`src/rtl/adder_share_arb.sv`:
```
// One registered WIDTH-bit adder shared by NREQ valid/ready requesters.
// Round-robin grant; results leave through a single backpressured output register.
module adder_share_arb #(
  parameter int NREQ  = 4,
  parameter int WIDTH = 8,
  parameter int ID_W  = 2,
  parameter int CNT_W = 16
) (
  input  logic                    clk,
  input  logic                    reset,
  input  logic [NREQ-1:0]         req_valid,
  output logic [NREQ-1:0]         req_ready,
  input  logic [NREQ*WIDTH-1:0]   req_a,
  input  logic [NREQ*WIDTH-1:0]   req_b,
  output logic                    rsp_valid,
  input  logic                    rsp_ready,
  output logic [WIDTH-1:0]        rsp_sum,
  output logic                    rsp_carry,
  output logic [ID_W-1:0]         rsp_id,
  output logic [CNT_W-1:0]        op_count
);

  // Flat lane packing matches a packed [lane][bit] array bit-for-bit.
  logic [NREQ-1:0][WIDTH-1:0] a_lane, b_lane;
  assign a_lane = req_a;
  assign b_lane = req_b;

  logic              rsp_valid_q, rsp_valid_d;
  logic [WIDTH-1:0]  rsp_sum_q,   rsp_sum_d;
  logic              rsp_carry_q, rsp_carry_d;
  logic [ID_W-1:0]   rsp_id_q,    rsp_id_d;
  logic [ID_W-1:0]   ptr_q,       ptr_d;
  logic [CNT_W-1:0]  cnt_q,       cnt_d;

  logic              gnt_found;
  logic [ID_W-1:0]   gnt_idx;
  logic              can_accept;
  logic              accept;
  logic [WIDTH:0]    full_sum;
  int                idx;

  // Rotating priority search starting at ptr; depends only on valids and ptr.
  always_comb begin
    gnt_found = 1'b0;
    gnt_idx   = '0;
    idx       = 0;
    for (int k = 0; k < NREQ; k++) begin
      idx = int'(ptr_q) + k;
      if (idx >= NREQ) idx = idx - NREQ;
      if (!gnt_found && req_valid[idx]) begin
        gnt_found = 1'b1;
        gnt_idx   = ID_W'(idx);
      end
    end
  end

  assign can_accept = !rsp_valid_q || rsp_ready;
  assign accept     = gnt_found && can_accept && !reset;

  always_comb begin
    req_ready = '0;
    for (int i = 0; i < NREQ; i++)
      req_ready[i] = accept && (gnt_idx == ID_W'(i));
  end

  assign full_sum = {1'b0, a_lane[gnt_idx]} + {1'b0, b_lane[gnt_idx]};

  always_comb begin
    rsp_valid_d = rsp_valid_q;
    rsp_sum_d   = rsp_sum_q;
    rsp_carry_d = rsp_carry_q;
    rsp_id_d    = rsp_id_q;
    ptr_d       = ptr_q;
    cnt_d       = cnt_q;
    if (accept) begin
      rsp_valid_d = 1'b1;
      rsp_sum_d   = full_sum[WIDTH-1:0];
      rsp_carry_d = full_sum[WIDTH];
      rsp_id_d    = gnt_idx;
      ptr_d       = (gnt_idx == ID_W'(NREQ-1)) ? '0 : gnt_idx + 1'b1;
      cnt_d       = (cnt_q == '1) ? cnt_q : cnt_q + 1'b1;
    end else if (rsp_valid_q && rsp_ready) begin
      rsp_valid_d = 1'b0;
    end
  end

  always_ff @(posedge clk) begin
    if (reset) begin
      rsp_valid_q <= 1'b0;
      rsp_sum_q   <= '0;
      rsp_carry_q <= 1'b0;
      rsp_id_q    <= '0;
      ptr_q       <= '0;
      cnt_q       <= '0;
    end else begin
      rsp_valid_q <= rsp_valid_d;
      rsp_sum_q   <= rsp_sum_d;
      rsp_carry_q <= rsp_carry_d;
      rsp_id_q    <= rsp_id_d;
      ptr_q       <= ptr_d;
      cnt_q       <= cnt_d;
    end
  end

  assign rsp_valid = rsp_valid_q;
  assign rsp_sum   = rsp_sum_q;
  assign rsp_carry = rsp_carry_q;
  assign rsp_id    = rsp_id_q;
  assign op_count  = cnt_q;

endmodule

```
`config.mk`:
```
export PLATFORM = sky130hd
export DESIGN_NAME = adder_share_arb
export DESIGN_NICKNAME = d
export VERILOG_FILES = /design/src/rtl/adder_share_arb.sv
export SDC_FILE = /design/constraint.sdc
export NUM_CORES = 1
export LEC_CHECK = 0
export BUFFER_PORTS_ARGS = -buffer_cell sky130_fd_sc_hd__clkbuf_2
export CORE_ASPECT_RATIO = 1.25
export CORE_UTILIZATION = 40
export CTS_BUF_LIST = sky130_fd_sc_hd__clkbuf_16
export DETAILED_ROUTE_END_ITERATION = 16
export PLACE_DENSITY = 0.68
export SLEW_MARGIN = 5
export SYNTH_ARGS = -nofsm -noshare
export SYNTH_HDL_FRONTEND = slang
export SYNTH_SLANG_ARGS = --single-unit
```
`constraint.sdc`:
```
create_clock -name clk -period 6.78 [get_ports clk]
set_input_delay 2.034 -clock clk [delete_from_list [all_inputs] [get_ports clk]]
set_output_delay 2.034 -clock clk [all_outputs]
set_load 0.01 [all_outputs]
```
==> flow_summary.html, run 1 <==
<table>
<tr><th>Metric</th><th>Value</th></tr>
<tr><th colspan="2">Critical path</th></tr>
<tr><td>Cell mode on critical path</td><td>sky130_fd_sc_hd__clkbuf_2</td></tr>
<tr><td>CP Buf/Inv Count</td><td>3</td></tr>
<tr><td>Critical Path Sink Type</td><td>primary output</td></tr>
<tr><td>Kind of launch point of the worst setup path</td><td>input port</td></tr>
<tr><td>Critical path class</td><td>in2out</td></tr>
<tr><td>Kind of cell with the highest combined delay on the critical path</td><td>compound AO/OA/AOI/OAI gates</td></tr>
<tr><td>Arrival time at the worst endpoint</td><td>3600 ps</td></tr>
<tr><td>Data required time of the critical path</td><td>4750 ps</td></tr>
<tr><td>Slowest cell on the critical path</td><td>sky130_fd_sc_hd__o22a_2</td></tr>
<tr><td>Largest stage delay on the critical path</td><td>480 ps</td></tr>
<tr><td>Critical path fanouts, max</td><td>17</td></tr>
<tr><td>Cells along the critical path</td><td>clkbuf_2 &gt; a21o_2 &gt; a21oi_1 &gt; o22a_2 &gt; inv_1 &gt; ha_1 &gt; and2_1 &gt; clkbuf_2</td></tr>
<tr><th colspan="2">Timing</th></tr>
<tr><td>Hold Violations, Final</td><td>0</td></tr>
<tr><td>Crit path time final</td><td>5635 ps</td></tr>
<tr><td>Setup_tns</td><td>0 ps</td></tr>
<tr><td>Worst relative slew slack</td><td>0.5589</td></tr>
<tr><td>Clock skew</td><td>3.020 ps</td></tr>
<tr><td>Number of setup violations in the final report</td><td>0</td></tr>
<tr><td>Measured slew at the worst slew-check pin</td><td>659.9 ps</td></tr>
<tr><td>RSZ-0062 raised after global routing</td><td>no</td></tr>
<tr><td>Achievable clock frequency</td><td>177.5 MHz</td></tr>
<tr><td>Hold slack final</td><td>468.7 ps</td></tr>
<tr><td>Final count of pins violating max slew</td><td>0</td></tr>
<tr><td>Final critical-path share of the clock period</td><td>0.8311</td></tr>
<tr><th colspan="2">Route</th></tr>
<tr><td>Final Routed Wirelength</td><td>4.975 mm</td></tr>
<tr><td>Violation count after the first detailed-routing iteration</td><td>41</td></tr>
<tr><td>Remaining DRCs</td><td>0</td></tr>
<tr><td>Vias</td><td>2198</td></tr>
<tr><td>Number of nets with antenna violations after detailed routing</td><td>0</td></tr>
<tr><td>Initial DRT Pass Iterations</td><td>4</td></tr>
<tr><td>Detail-routed net length per standard cell</td><td>11.85 microns</td></tr>
<tr><td>Drt via density</td><td>5.233</td></tr>
<tr><th colspan="2">Yosys</th></tr>
<tr><td>Mean post-synth cell area</td><td>8.852 sq um</td></tr>
<tr><td>Biggest area contributors in the synthesized netlist</td><td>sky130_fd_sc_hd__dfxtp_1, sky130_fd_sc_hd__mux2i_1, sky130_fd_sc_hd__ha_1</td></tr>
<tr><td>Most used flip-flop cell after synthesis</td><td>sky130_fd_sc_hd__dfxtp_1</td></tr>
<tr><td>Synth top cells by count</td><td>sky130_fd_sc_hd__mux2i_1, sky130_fd_sc_hd__dfxtp_1, sky130_fd_sc_hd__nor2_1</td></tr>
<tr><td>Synthesized area</td><td>2257 sq um</td></tr>
<tr><td>Synthesis-stage register bit count</td><td>30</td></tr>
<tr><td>Post-Syn Instances</td><td>255</td></tr>
<tr><td>Synthesis warning total</td><td>0</td></tr>
<tr><td>Distinct cell type count after synthesis</td><td>49</td></tr>
<tr><td>Number of synthesized flops with an enable pin</td><td>0</td></tr>
<tr><td>Cell with the most instances after synthesis</td><td>sky130_fd_sc_hd__mux2i_1</td></tr>
<tr><td>Net Count, Synth</td><td>340</td></tr>
<tr><td>Post-synth top area share</td><td>0.2661</td></tr>
<tr><td>Cell taking the most area after synthesis</td><td>sky130_fd_sc_hd__dfxtp_1</td></tr>
<tr><td>Share of the yosys chip area belonging to registers</td><td>0.2661</td></tr>
<tr><td>Post-synth ARST share</td><td>0</td></tr>
<tr><th colspan="2">Clocking</th></tr>
<tr><td>TritonCTS clock tree</td><td>built</td></tr>
<tr><td>Post-CTS setup buffers</td><td>0</td></tr>
<tr><td>CTS max path bufs</td><td>2</td></tr>
<tr><td>Cts-stage hold buffer count</td><td>0</td></tr>
<tr><td>Total of cells resized after clock tree synthesis</td><td>0</td></tr>
<tr><td>Number of sinks handled by clock tree synthesis</td><td>30</td></tr>
<tr><td>Clock slew at the register clock pins of the worst setup and hold paths</td><td>50 ps</td></tr>
<tr><td>Clock insertion delay at the later pin of the skew report</td><td>280 ps</td></tr>
<tr><td>CTS Buf Count</td><td>5</td></tr>
<tr><td>Root Buffer</td><td>sky130_fd_sc_hd__clkbuf_16</td></tr>
<tr><td>H-tree levels</td><td>2</td></tr>
<tr><th colspan="2">Hold path</th></tr>
<tr><td>Type of the most critical hold path</td><td>reg2reg</td></tr>
<tr><th colspan="2">Pwr</th></tr>
<tr><td>Cell Pwr Density</td><td>271.3 nW/um^2</td></tr>
<tr><td>Maximum VDD drop</td><td>130.2 uV</td></tr>
<tr><td>Static Leakage</td><td>1.424 nW</td></tr>
<tr><td>Total chip power</td><td>808.9 uW</td></tr>
<tr><th colspan="2">GRT</th></tr>
<tr><td>GRT Total Usage</td><td>0.1715</td></tr>
<tr><td>Remaining global-route overflow</td><td>0</td></tr>
<tr><td>Met2 capacity usage during global routing</td><td>0.3407</td></tr>
<tr><td>GRT met3 Usage</td><td>0.05288</td></tr>
<tr><td>Initial antenna violation count</td><td>0</td></tr>
<tr><td>First-pass GRT wire length</td><td>8.466 mm</td></tr>
<tr><td>GR Layer Usage met1</td><td>0.1628</td></tr>
<tr><td>Via count of the first global-routing pass</td><td>2088</td></tr>
<tr><td>GRT busiest layer</td><td>met2</td></tr>
<tr><td>Pin count of the biggest net entering global routing</td><td>22</td></tr>
<tr><th colspan="2">Floorplanning</th></tr>
<tr><td>Top Ports</td><td>103</td></tr>
<tr><td>FP Rows</td><td>30</td></tr>
<tr><td>Area enclosed by the die boundary</td><td>5949 sq um</td></tr>
<tr><td>Die Ht</td><td>85.99 microns</td></tr>
<tr><td>Die span in x</td><td>69.19 microns</td></tr>
<tr><td>Area of the core region</td><td>5443 sq um</td></tr>
<tr><td>Starting density of the core</td><td>0.4147</td></tr>
<tr><th colspan="2">Layout</th></tr>
<tr><td>Post-layout nets</td><td>440</td></tr>
<tr><td>Layout cell share with drive strength beyond 1</td><td>0.3483</td></tr>
<tr><td>Area delta synth-&gt;final</td><td>32.10%</td></tr>
<tr><td>Count of inserted antenna diode cells</td><td>0</td></tr>
<tr><th colspan="2">Place</th></tr>
<tr><td>Count of buffers inserted at the top-level ports</td><td>102</td></tr>
<tr><td>Routability congestion estimate</td><td>0.8206</td></tr>
<tr><td>Final HPWL DP</td><td>4.029 mm</td></tr>
<tr><th colspan="2">Run</th></tr>
<tr><td>Max Cap Viol</td><td>0</td></tr>
<tr><th colspan="2">Status</th></tr>
<tr><td>Status</td><td>completed</td></tr>
</table>
==> power by group <==
part	leakage (nW)	internal, mW	total [mW]	switching (mW)
clock network	0.0760	0.173	0.253	0.0805
logic	1.10	0.162	0.334	0.172
registers	0.246	0.204	0.221	0.0176
==> flip-flops by register name (all words and copies together) (netlist names) <==
name       cells
op_count      16
ptr_q          2
rsp_carry      1
rsp_id         2
rsp_sum        8
rsp_valid      1
==> worst paths after layout <==
| check | cells past startpoint | slack (ps) | end | start |
|---|---|---|---|---|
| setup / recovery | 8 | 1140 | req_ready[0] | req_valid[0] |
| hold / removal | 2 | 470 | rsp_sum[0] | rsp_sum[0] |
| setup reg to reg | 13 | 3110 | rsp_sum[6] | ptr_q[1] |
| hold reg to reg | 2 | 470 | rsp_sum[0] | rsp_sum[0] |
==> tightest hold or removal path: cells and delay by family (launching register included) <==
| family | cells | cell delay, ps |
|---|---|---|
| flops | 1 | 310 |
| simple gates | 2 | 110 |
==> layer usage <==
| metal | share of wire | vias up | wire, microns |
|---|---|---|---|
| met4 | 0.016 | 0 | 78 |
| met5 | 0 | - | 0 |
| met3 | 0.068 | 7 | 338 |
| met2 | 0.52 | 78 | 2582 |
| met1 | 0.40 | 972 | 1976 |
| li1 | - | 1141 | - |
==> layout by cell type (no fill, tap or decap), types with 3 or more instances in the layout <==
cell,netlist,layout
sky130_fd_sc_hd__nor2_1,18,18
sky130_fd_sc_hd__clkbuf_2,0,102
sky130_fd_sc_hd__clkbuf_16,0,5
sky130_fd_sc_hd__nand3_1,11,11
sky130_fd_sc_hd__nand4_1,6,6
sky130_fd_sc_hd__buf_4,2,3
sky130_fd_sc_hd__inv_1,9,9
sky130_fd_sc_hd__xor2_1,8,8
sky130_fd_sc_hd__xnor2_1,7,7
sky130_fd_sc_hd__and2_1,5,5
sky130_fd_sc_hd__a21oi_1,10,9
sky130_fd_sc_hd__ha_1,13,13
sky130_fd_sc_hd__nor3_1,13,12
sky130_fd_sc_hd__o21ai_0,7,7
sky130_fd_sc_hd__nand2_1,13,13
sky130_fd_sc_hd__a211oi_1,5,5
sky130_fd_sc_hd__mux2i_1,50,50
sky130_fd_sc_hd__dfxtp_1,30,30
==> cells by family after synthesis <==
group           Yosys count  synth area share
flops                    30            0.2661
fa+ha+maj                14           0.08093
compound gates           40            0.1175
xor+xnor                 15           0.05821
simple gates             85            0.2101
mux                      50            0.2217
buf+inv                  21           0.04545
==> cell type report <==
type | instances | area [sq um]
clock buffer | 5 | 125.1
clock inverter | 3 | 45.04
fill | 506 | 2461
inverter | 9 | 33.78
multi-input combinational | 204 | 1564
sequential | 30 | 600.6
tap | 64 | 80.08
timing repair buffer | 105 | 533.0
==> metrics by stage <==
stage	cell area, sq um	std cells	utilization	setup slack (ps)
after CTS	2982	420	0.5478	1132
after detailed placement	2811	412	0.5166	1137
after floorplan	2257	255	-	1357
final	2982	420	0.5478	1145
after global placement	2811	412	0.5166	1223
after global routing	2982	420	0.5478	1041
No activity file was read; power rests on OpenSTA's default activity.
==> run 2, diff against run 1 <==
==> constraint.sdc (replaced) <==
create_clock -name clk -period 5.77 [get_ports clk]
set_input_delay 1.731 -clock clk [delete_from_list [all_inputs] [get_ports clk]]
set_output_delay 1.731 -clock clk [all_outputs]
set_load 0.01 [all_outputs]
==> flow_summary.html, run 2 (same netlist as run 1, synthesis figures left out) <==
<table>
<tr><th>Metric</th><th>Value</th></tr>
<tr><th colspan="2">Timing</th></tr>
<tr><td>Number of setup violations in the final report</td><td>0</td></tr>
<tr><td>Worst relative slew slack</td><td>0.4376</td></tr>
<tr><td>Clock skew</td><td>1.882 ps</td></tr>
<tr><td>RSZ-0062 raised after global routing</td><td>no</td></tr>
<tr><td>Hold slack final</td><td>467.2 ps</td></tr>
<tr><td>Final critical-path share of the clock period</td><td>0.8558</td></tr>
<tr><td>Achievable clock frequency</td><td>202.5 MHz</td></tr>
<tr><td>Hold Violations, Final</td><td>0</td></tr>
<tr><td>Crit path time final</td><td>4938 ps</td></tr>
<tr><td>Final count of pins violating max slew</td><td>0</td></tr>
<tr><td>PnR worst setup slack</td><td>831.8 ps</td></tr>
<tr><td>Setup_tns</td><td>0 ps</td></tr>
<tr><td>Measured slew at the worst slew-check pin</td><td>839.1 ps</td></tr>
<tr><th colspan="2">Place</th></tr>
<tr><td>Post-placement setup slack</td><td>744.1 ps</td></tr>
<tr><td>Count of buffers inserted at the top-level ports</td><td>102</td></tr>
<tr><td>Routability congestion estimate</td><td>0.8712</td></tr>
<tr><td>Final HPWL DP</td><td>4.164 mm</td></tr>
<tr><th colspan="2">Critical path</th></tr>
<tr><td>Critical path class</td><td>in2out</td></tr>
<tr><td>Slowest cell on the critical path</td><td>sky130_fd_sc_hd__a21oi_2</td></tr>
<tr><td>Register-to-register setup slack</td><td>2290 ps</td></tr>
<tr><td>R2R cell count</td><td>13</td></tr>
<tr><td>Capture instance of the worst register-to-register path</td><td>rsp_sum[6]</td></tr>
<tr><td>Cells along the critical path</td><td>clkbuf_2 &gt; nor2b_1 &gt; a21oi_1 &gt; o22ai_1 &gt; a21oi_2 &gt; inv_1 &gt; ha_1 &gt; and2_1 &gt; clkbuf_2</td></tr>
<tr><td>Critical path fanouts, max</td><td>7</td></tr>
<tr><td>Kind of cell with the highest combined delay on the critical path</td><td>compound AO/OA/AOI/OAI gates</td></tr>
<tr><td>Worst setup path start</td><td>req_valid[0]</td></tr>
<tr><td>Critical Path Sink Type</td><td>primary output</td></tr>
<tr><td>Kind of launch point of the worst setup path</td><td>input port</td></tr>
<tr><td>Arrival time at the worst endpoint</td><td>3210 ps</td></tr>
<tr><td>Source of the worst register-to-register timing path</td><td>ptr_q[1]</td></tr>
<tr><td>CP Buf/Inv Count</td><td>3</td></tr>
<tr><td>Cell mode on critical path</td><td>sky130_fd_sc_hd__clkbuf_2</td></tr>
<tr><td>Data required time of the critical path</td><td>4040 ps</td></tr>
<tr><td>Largest stage delay on the critical path</td><td>360 ps</td></tr>
<tr><th colspan="2">Hold path</th></tr>
<tr><td>Endpoint of the worst hold path</td><td>rsp_sum[0]</td></tr>
<tr><td>Type of the most critical hold path</td><td>reg2reg</td></tr>
<tr><td>Hold path cells</td><td>2</td></tr>
<tr><td>Hold path start</td><td>rsp_sum[0]</td></tr>
<tr><th colspan="2">Clocking</th></tr>
<tr><td>Total of cells resized after clock tree synthesis</td><td>0</td></tr>
<tr><td>Root Buffer</td><td>sky130_fd_sc_hd__clkbuf_16</td></tr>
<tr><td>Number of sinks handled by clock tree synthesis</td><td>30</td></tr>
<tr><td>Clock insertion delay at the later pin of the skew report</td><td>270 ps</td></tr>
<tr><td>Clock slew at the register clock pins of the worst setup and hold paths</td><td>50 ps</td></tr>
<tr><td>Post-CTS setup buffers</td><td>0</td></tr>
<tr><td>TritonCTS clock tree</td><td>built</td></tr>
<tr><td>CTS max path bufs</td><td>2</td></tr>
<tr><td>Cts-stage hold buffer count</td><td>0</td></tr>
<tr><td>CTS Buf Count</td><td>5</td></tr>
<tr><td>H-tree levels</td><td>2</td></tr>
<tr><th colspan="2">Route</th></tr>
<tr><td>Detail-routed net length per standard cell</td><td>12.34 microns</td></tr>
<tr><td>Violation count after the first detailed-routing iteration</td><td>95</td></tr>
<tr><td>Initial DRT Pass Iterations</td><td>4</td></tr>
<tr><td>Vias</td><td>2180</td></tr>
<tr><td>Number of nets with antenna violations after detailed routing</td><td>0</td></tr>
<tr><td>Drt via density</td><td>5.178</td></tr>
<tr><td>Final Routed Wirelength</td><td>5.197 mm</td></tr>
<tr><td>Remaining DRCs</td><td>0</td></tr>
<tr><th colspan="2">Floorplanning</th></tr>
<tr><td>Area enclosed by the die boundary</td><td>5949 sq um</td></tr>
<tr><td>Area of the core region</td><td>5443 sq um</td></tr>
<tr><td>FP Rows</td><td>30</td></tr>
<tr><td>Die Ht</td><td>85.99 microns</td></tr>
<tr><td>Die span in x</td><td>69.19 microns</td></tr>
<tr><td>Top Ports</td><td>103</td></tr>
<tr><td>Starting density of the core</td><td>0.4147</td></tr>
<tr><th colspan="2">Layout</th></tr>
<tr><td>Leading cell type in the layout, fill and taps excluded</td><td>sky130_fd_sc_hd__clkbuf_2</td></tr>
<tr><td>Count of inserted antenna diode cells</td><td>0</td></tr>
<tr><td>Seq. cell area</td><td>600.6 sq um</td></tr>
<tr><td>Area delta synth-&gt;final</td><td>30.93%</td></tr>
<tr><td>Leading cell types in the layout, fill and taps excluded</td><td>sky130_fd_sc_hd__clkbuf_2, sky130_fd_sc_hd__mux2i_1, sky130_fd_sc_hd__dfxtp_1, sky130_fd_sc_hd__nor2_1</td></tr>
<tr><td>Area of combinational cells with multiple inputs</td><td>1564 sq um</td></tr>
<tr><td>Layout cell share with drive strength beyond 1</td><td>0.3417</td></tr>
<tr><td>Fill cell count</td><td>500</td></tr>
<tr><td>Post-layout nets</td><td>441</td></tr>
<tr><td>Max reg flops</td><td>16</td></tr>
<tr><th colspan="2">GRT</th></tr>
<tr><td>GRT Total Usage</td><td>0.1751</td></tr>
<tr><td>Via count of the first global-routing pass</td><td>2021</td></tr>
<tr><td>Remaining global-route overflow</td><td>0</td></tr>
<tr><td>First-pass GRT wire length</td><td>8.507 mm</td></tr>
<tr><td>Initial antenna violation count</td><td>0</td></tr>
<tr><td>Pin count of the biggest net entering global routing</td><td>21</td></tr>
<tr><th colspan="2">Pwr</th></tr>
<tr><td>Cell Pwr Density</td><td>305.4 nW/um^2</td></tr>
<tr><td>Maximum VDD drop</td><td>144.5 uV</td></tr>
<tr><td>Static Leakage</td><td>1.419 nW</td></tr>
<tr><th colspan="2">Run</th></tr>
<tr><td>Max Cap Viol</td><td>0</td></tr>
<tr><th colspan="2">Status</th></tr>
<tr><td>Status</td><td>completed</td></tr>
</table>
-- run 2: report_power, final --
part	switching, mW	leakage [nW]	internal [mW]
Sequential	0.0223	0.246	0.240
Clock	0.0867	0.0663	0.155
Combinational	0.207	1.11	0.193
Total	0.316	1.42	0.587
-- run 2: how the worst max path moves through the flow --
stage | end | slack [ps] | depth (start not counted)
5_1_grt | req_ready[0] | 750 | 9
3_5_place_dp | rsp_sum[6] | 740 | 14
4_1_cts | req_ready[0] | 800 | 9
3_3_place_gp | rsp_sum[6] | 820 | 14
6_report | req_ready[0] | 830 | 9
2_1_floorplan | req_ready[0] | 950 | 8
-- run 2: cell type report --
cell class / instances / share of cell area
sequential: 30 / 0.2032
clock buffer: 5 / 0.04234
clock inverter: 3 / 0.003810
tap: 64 / 0.02710
timing repair buffer: 106 / 0.1829
multi-input combinational: 204 / 0.5292
inverter: 9 / 0.01143
-- run 2: through the flow --
step	cells	util	cell area [sq um]	power (mW)
finish	421	0.5430	2955	0.9026
global route	421	0.5430	2955	0.9651
CTS	421	0.5430	2955	0.9117
detailed placement	413	0.5179	2819	0.6665
global placement	413	0.5179	2819	0.6600
floorplan	255	-	2257	0.5565
-- run 2: layer usage --
metal | wire (microns) | up-vias | share of wire | GRT usage
met5 | 0 | - | 0 | 0
li1 | - | 1134 | - | -
met1 | 2188 | 956 | 0.42 | 0.1874
met2 | 2641 | 82 | 0.51 | 0.3301
met3 | 290 | 8 | 0.056 | 0.04113
met4 | 76 | 0 | 0.015 | 0.06679
-- run 2: tightest hold or removal path: cells and delay by family (launching register included) --
kind	cells	cell delay (ps)
DFF	1	310
and+or+nand+nor	2	110
